<file path="src/rtl/irq_timer_gen.sv">
// Periodic interrupt generator: N_CH independent channels, each a reloading down-counter
// that fires in pulse mode (fixed high time) or level mode (held until ack, overrun on a missed ack).
// irq and overrun come straight from flops; a config write always wins over ack and fire on the same edge.
module irq_timer_gen #(
    parameter int N_CH    = 8,
    parameter int CNT_W   = 32,
    parameter int PULSE_W = 4
) (
    input  logic                    axi_aclk,
    input  logic                    axi_aresetn,
    input  logic                    cfg_wr,
    input  logic [$clog2(N_CH)-1:0] cfg_ch,
    input  logic [CNT_W-1:0]        cfg_period,
    input  logic                    cfg_en,
    input  logic                    cfg_level,
    input  logic [N_CH-1:0]         ack,
    output logic [N_CH-1:0]         irq,
    output logic [N_CH-1:0]         overrun
);

    typedef enum logic [1:0] {
        IDLE   = 2'd0,
        COUNT  = 2'd1,
        ASSERT = 2'd2
    } state_t;

    localparam int              PW_W    = (PULSE_W > 1) ? $clog2(PULSE_W) : 1;
    localparam logic [CNT_W-1:0] MIN_P  = CNT_W'(PULSE_W + 1);
    localparam logic [CNT_W-1:0] ONE    = CNT_W'(1);
    localparam logic [PW_W-1:0]  PW_LAST = PW_W'(PULSE_W - 1);

    logic [31:0]      ch_sel;
    logic [CNT_W-1:0] eff_period;

    // An out-of-range channel number matches no channel below and is dropped.
    assign ch_sel     = 32'(cfg_ch);
    assign eff_period = (cfg_period < MIN_P) ? MIN_P : cfg_period;

    for (genvar c = 0; c < N_CH; c++) begin : g_ch
        state_t           state_q, state_d;
        logic [CNT_W-1:0] period_q, period_d;
        logic [CNT_W-1:0] cnt_q, cnt_d;
        logic             en_q, en_d;
        logic             level_q, level_d;
        logic             irq_q, irq_d;
        logic             ovr_q, ovr_d;
        logic [PW_W-1:0]  pcnt_q, pcnt_d;
        logic             wr_hit;
        logic             fire;

        assign wr_hit = cfg_wr && (ch_sel == 32'(c));
        assign fire   = en_q && (state_q != IDLE) && (cnt_q == '0);

        always_comb begin
            state_d  = state_q;
            period_d = period_q;
            cnt_d    = cnt_q;
            en_d     = en_q;
            level_d  = level_q;
            irq_d    = irq_q;
            ovr_d    = ovr_q;
            pcnt_d   = pcnt_q;
            if (wr_hit) begin
                period_d = eff_period;
                en_d     = cfg_en;
                level_d  = cfg_level;
                irq_d    = 1'b0;
                ovr_d    = 1'b0;
                pcnt_d   = '0;
                if (cfg_en) begin
                    cnt_d   = eff_period - ONE;
                    state_d = COUNT;
                end else begin
                    state_d = IDLE;
                end
            end else begin
                unique case (state_q)
                    COUNT: begin
                        cnt_d = fire ? (period_q - ONE) : (cnt_q - ONE);
                        if (irq_q) begin
                            if (pcnt_q != '0) pcnt_d = pcnt_q - PW_W'(1);
                            else              irq_d  = 1'b0;
                        end
                        if (fire) begin
                            irq_d = 1'b1;
                            if (level_q) state_d = ASSERT;
                            else         pcnt_d  = PW_LAST;
                        end
                    end
                    ASSERT: begin
                        cnt_d = fire ? (period_q - ONE) : (cnt_q - ONE);
                        // An ack landing on a fire edge re-arms the new event instead of flagging it.
                        if (fire) begin
                            if (!ack[c]) ovr_d = 1'b1;
                        end else if (ack[c]) begin
                            irq_d   = 1'b0;
                            state_d = COUNT;
                        end
                    end
                    default: ;
                endcase
            end
        end

        always_ff @(posedge axi_aclk or negedge axi_aresetn) begin
            if (!axi_aresetn) begin
                state_q  <= IDLE;
                period_q <= MIN_P;
                cnt_q    <= '0;
                en_q     <= 1'b0;
                level_q  <= 1'b0;
                irq_q    <= 1'b0;
                ovr_q    <= 1'b0;
                pcnt_q   <= '0;
            end else begin
                state_q  <= state_d;
                period_q <= period_d;
                cnt_q    <= cnt_d;
                en_q     <= en_d;
                level_q  <= level_d;
                irq_q    <= irq_d;
                ovr_q    <= ovr_d;
                pcnt_q   <= pcnt_d;
            end
        end

        assign irq[c]     = irq_q;
        assign overrun[c] = ovr_q;
    end

endmodule

</file>
<file path="config.mk">
export PLATFORM = sky130hd
export DESIGN_NAME = irq_timer_gen
export DESIGN_NICKNAME = d
export VERILOG_FILES = /design/src/rtl/irq_timer_gen.sv
export SDC_FILE = /design/constraint.sdc
export NUM_CORES = 2
export LEC_CHECK = 0
export BUFFER_PORTS_ARGS = -buffer_cell sky130_fd_sc_hd__buf_2
export CAP_MARGIN = 25
export CORE_ASPECT_RATIO = 1.2
export CORE_MARGIN = 5
export CORE_UTILIZATION = 45
export DETAILED_ROUTE_END_ITERATION = 7
export PLACE_DENSITY = 0.64
export SYNTH_ARGS = -nofsm -noshare
export SYNTH_HDL_FRONTEND = slang
export SYNTH_SLANG_ARGS = --single-unit
</file>
<file path="constraint.sdc">
create_clock -name axi_aclk -period 5.46 [get_ports axi_aclk]
set_clock_uncertainty 0.1 [all_clocks]
set_input_delay 0.546 -clock axi_aclk [delete_from_list [all_inputs] [get_ports axi_aclk]]
set_output_delay 0.546 -clock axi_aclk [all_outputs]
set_load 0.01 [all_outputs]
</file>
==> impl_metrics.toml <==
[outcome]
status = "finished clean"

[grt]
grt_pass1_vias = 35000
grt.overflow.total = 0
grt_max_degree = 115
grt_use_total = 0.327
antenna_found_initial = 11
grt_pass1_wl_um = 220000

[cells_and_area]
multi_input_comb_area_mm2 = 0.0207
drive_above_1_share = 0.101
regArea_mm2 = 0.0144
area_delta_synth_final_pct = 11.4
fin_nets = 4787
nFillCells = 7782
fin_cells = 5808

[yosys]
synthCells = 4698
synth_nets = 4779
synth_top_area_share = 0.386
netlist_area_mm2 = 0.0363
yosysMostFrequentCell = "nand2_1"
async_flop_share = 1.00
ys.flop_type = "dfrtp_1"
synth_area_leaders = "dfrtp_1, nand2_1, a21oi_1"
yosysTopAreaCell = "dfrtp_1"
synth-seq-area-share = 0.398
ys_ff_latch = 576
synth_warnings = 0
synth.avg_cell_area_um2 = 7.72
yosysUniqueCellTypes = 102
synth_commonest_cells = "nand2_1, dfrtp_1, nor2_1"
synth_edf_count = 0

[drt]
vias = 37800
postRouteAntennaNets = 0
viasPerCell = 6.51
drt-wirelength-per-cell_um = 25.3
drtIter0Drc = 4468
wl_um = 147000
drc = 0
drt-pass1-iter-count = 6

[sta]
final-setup-viol-count = 0
drv_slew = 0
timing.setup.tns_ns = 0
worst_slew_pin_slew_ns = 1.17
worst_slack_ns = 0.988
period_minus_slack_ns = 4.47
rsz0062_at_grt = "no"
maxSlewHeadroom = 0.213
fin_crit_sh = 0.819
max_freq_mhz = 224
hold_viol = 0

[die]
die_height_um = 321
dieArea_mm2 = 0.0864
die_width_um = 269
initial_utilization = 0.452
rows = 114
core_area_mm2 = 0.0803
num_io_pins = 64

[power]
combPwrFrac = 0.349
p_switching_w = 0.00735
p_sw_frac = 0.418
p_leak_nw = 16.4
intPower_w = 0.0102
ir_drop_mv = 0.307
power_density_mw_per_mm2 = 435
p_seq_frac = 0.393
p_clk_frac = 0.259

[setup_path]
worstPathRequired_ns = 5.92
crit_fanout = 11
setup.worst_path.end_class = "flop"
startpoint_type = "flop"
arrival_ns = 4.93
worstSetupPathType = "reg -> reg"

[clock_network]
post_cts_buffers = 0
cts_resized = 0
cts_hold_buffers = 1
clock_latency_ns = 0.64
cts-root-buf = "clkbuf_16"
cts_num_sinks = 576
cts_tree = "built"
clk_pin_slew_worst_paths_ns = 0.06
numCtsBuffers = 66
htreeDepth = 3
cts_buffer_depth = 3

[placement]
port_buffers = 63
hpwl_um = 98000
place_ws_ns = 0.699
place.gp.congestion = 0.984
dp.cells = 5677

[hold_path]
hp-class = "in -> reg"

[flow_run]
drv_cap = 0
metrics by stage:
| step | hold slack (ns) | cell area, um^2 | total power [W] | util |
|---|---|---|---|---|
| 4_1_cts | 0.139 | 40300 | 0.0174 | 0.502 |
| 3_3_place_gp | 0.350 | 38100 | 0.0127 | 0.475 |
| 2_1_floorplan | 0.150 | 36300 | 0.0107 | - |
| 5_1_grt | 0.167 | 40400 | 0.0185 | 0.503 |
| 3_5_place_dp | 0.356 | 38200 | 0.0128 | 0.475 |
| 6_report | 0.157 | 40400 | 0.0176 | 0.503 |
layout by cell type, fill, tap and decap left out, types with 15 or more instances in the layout:
master | synthesis | final
a211o_1 | 18 | 18
a211oi_1 | 69 | 69
a21oi_1 | 408 | 408
a221oi_1 | 21 | 21
a22oi_1 | 18 | 18
a31oi_1 | 75 | 75
and2_1 | 31 | 31
and3_1 | 21 | 21
buf_2 | 18 | 63
buf_4 | 18 | 144
clkbuf_16 | 0 | 67
dfrtp_1 | 560 | 560
dfstp_2 | 16 | 16
ha_1 | 33 | 33
inv_1 | 52 | 52
mux2i_1 | 20 | 20
nand2_1 | 1138 | 1137
nand2b_1 | 34 | 34
nand3_1 | 126 | 123
nand3b_1 | 16 | 16
nand4_1 | 42 | 42
nor2_1 | 418 | 411
nor3_1 | 180 | 176
nor3b_1 | 15 | 15
nor4_1 | 99 | 98
nor4b_1 | 18 | 18
o211ai_1 | 40 | 40
o21a_1 | 21 | 21
o21ai_0 | 279 | 279
o22ai_1 | 83 | 83
o31ai_1 | 19 | 19
or2_2 | 38 | 38
or3_1 | 74 | 74
or4_1 | 60 | 60
xnor2_1 | 70 | 61
xor2_1 | 44 | 37
state kept, by name (all words and copies together) (netlist names):
| name | cells |
|---|---|
| g_ch.ovr_q | 8 |
| g_ch.level_q | 8 |
| g_ch.irq_q | 8 |
| g_ch.period_q | 256 |
| g_ch.state_q | 16 |
| g_ch.en_q | 8 |
| g_ch.pcnt_q | 16 |
| g_ch.cnt_q | 256 |
power by group through the flow:
stage,clock network (W),registers [W],logic (W)
after floorplan,0,0.00641,0.00431
after global placement,0,0.00689,0.00583
after detailed placement,0,0.00690,0.00592
after CTS,0.00460,0.00684,0.00594
after global routing,0.00475,0.00706,0.00673
final,0.00455,0.00691,0.00613
final timing paths:
path / from / to / slack, ns / depth (start not counted)
worst max-delay path: g_ch[3].state_q[0] / g_ch[3].cnt_q[26] / 0.99 / 14
worst min-delay path: ack[1] / g_ch[1].irq_q / 0.16 / 4
worst max register to register: g_ch[3].state_q[0] / g_ch[3].cnt_q[26] / 0.99 / 14
worst min register to register: g_ch[0].en_q / g_ch[0].en_q / 0.37 / 2
max in group asynchronous: axi_aresetn / g_ch[0].period_q[7] / 3.43 / 3
min in group asynchronous: axi_aresetn / g_ch[1].pcnt_q[0] / 0.44 / 2
worst max-delay path, stage by stage (launching register included):
cell       delay, ns
dfrtp_1         0.38
inv_1           0.10
ha_1            0.21
or3b_2          0.16
or4_1           0.18
nor4_4          0.10
a21oi_1         0.27
ha_1            0.26
or4b_2          0.67
nor3_1          0.57
nand2_1         0.15
nor4_1          0.31
o21ai_0         0.30
a2111oi_0       0.47
o31a_1          0.20
logic make-up (layout without fill, tap and decap cells):
group | after synthesis | count (layout) | synth area share
AOI/OAI and AO/OA | 1234 | 1234 | 0.212
xor gates and xnor gates | 117 | 117 | 0.0289
adders and majority gates | 33 | 33 | 0.0114
buffers and inverters | 329 | 383 | 0.0377
DFF | 576 | 576 | 0.398
muxes | 26 | 26 | 0.00738
other | 0 | 12 | 0
and+or+nand+nor | 2383 | 2383 | 0.305
final cells by class:
cell class / count / area share
Clock buffer: 93 / 0.0474
Clock inverter: 21 / 0.00570
Sequential cell: 576 / 0.357
Inverter: 52 / 0.00483
Tap cell: 1044 / 0.0323
Antenna cell: 12 / 0.000743
Timing Repair Buffer: 217 / 0.0394
Multi-Input combinational cell: 3793 / 0.512
metal layers:
layer  global-route usage  vias up  wire length [um]  share of wire
met3               0.0773      504             16000           0.11
li1                     -    16900                 -              -
met5                    0        -                27        0.00018
met1                0.426    18300             57100           0.39
met4                0.198        4             10000          0.068
met2                0.498     2135             64000           0.43
No activity file was read; power rests on OpenSTA's default activity.
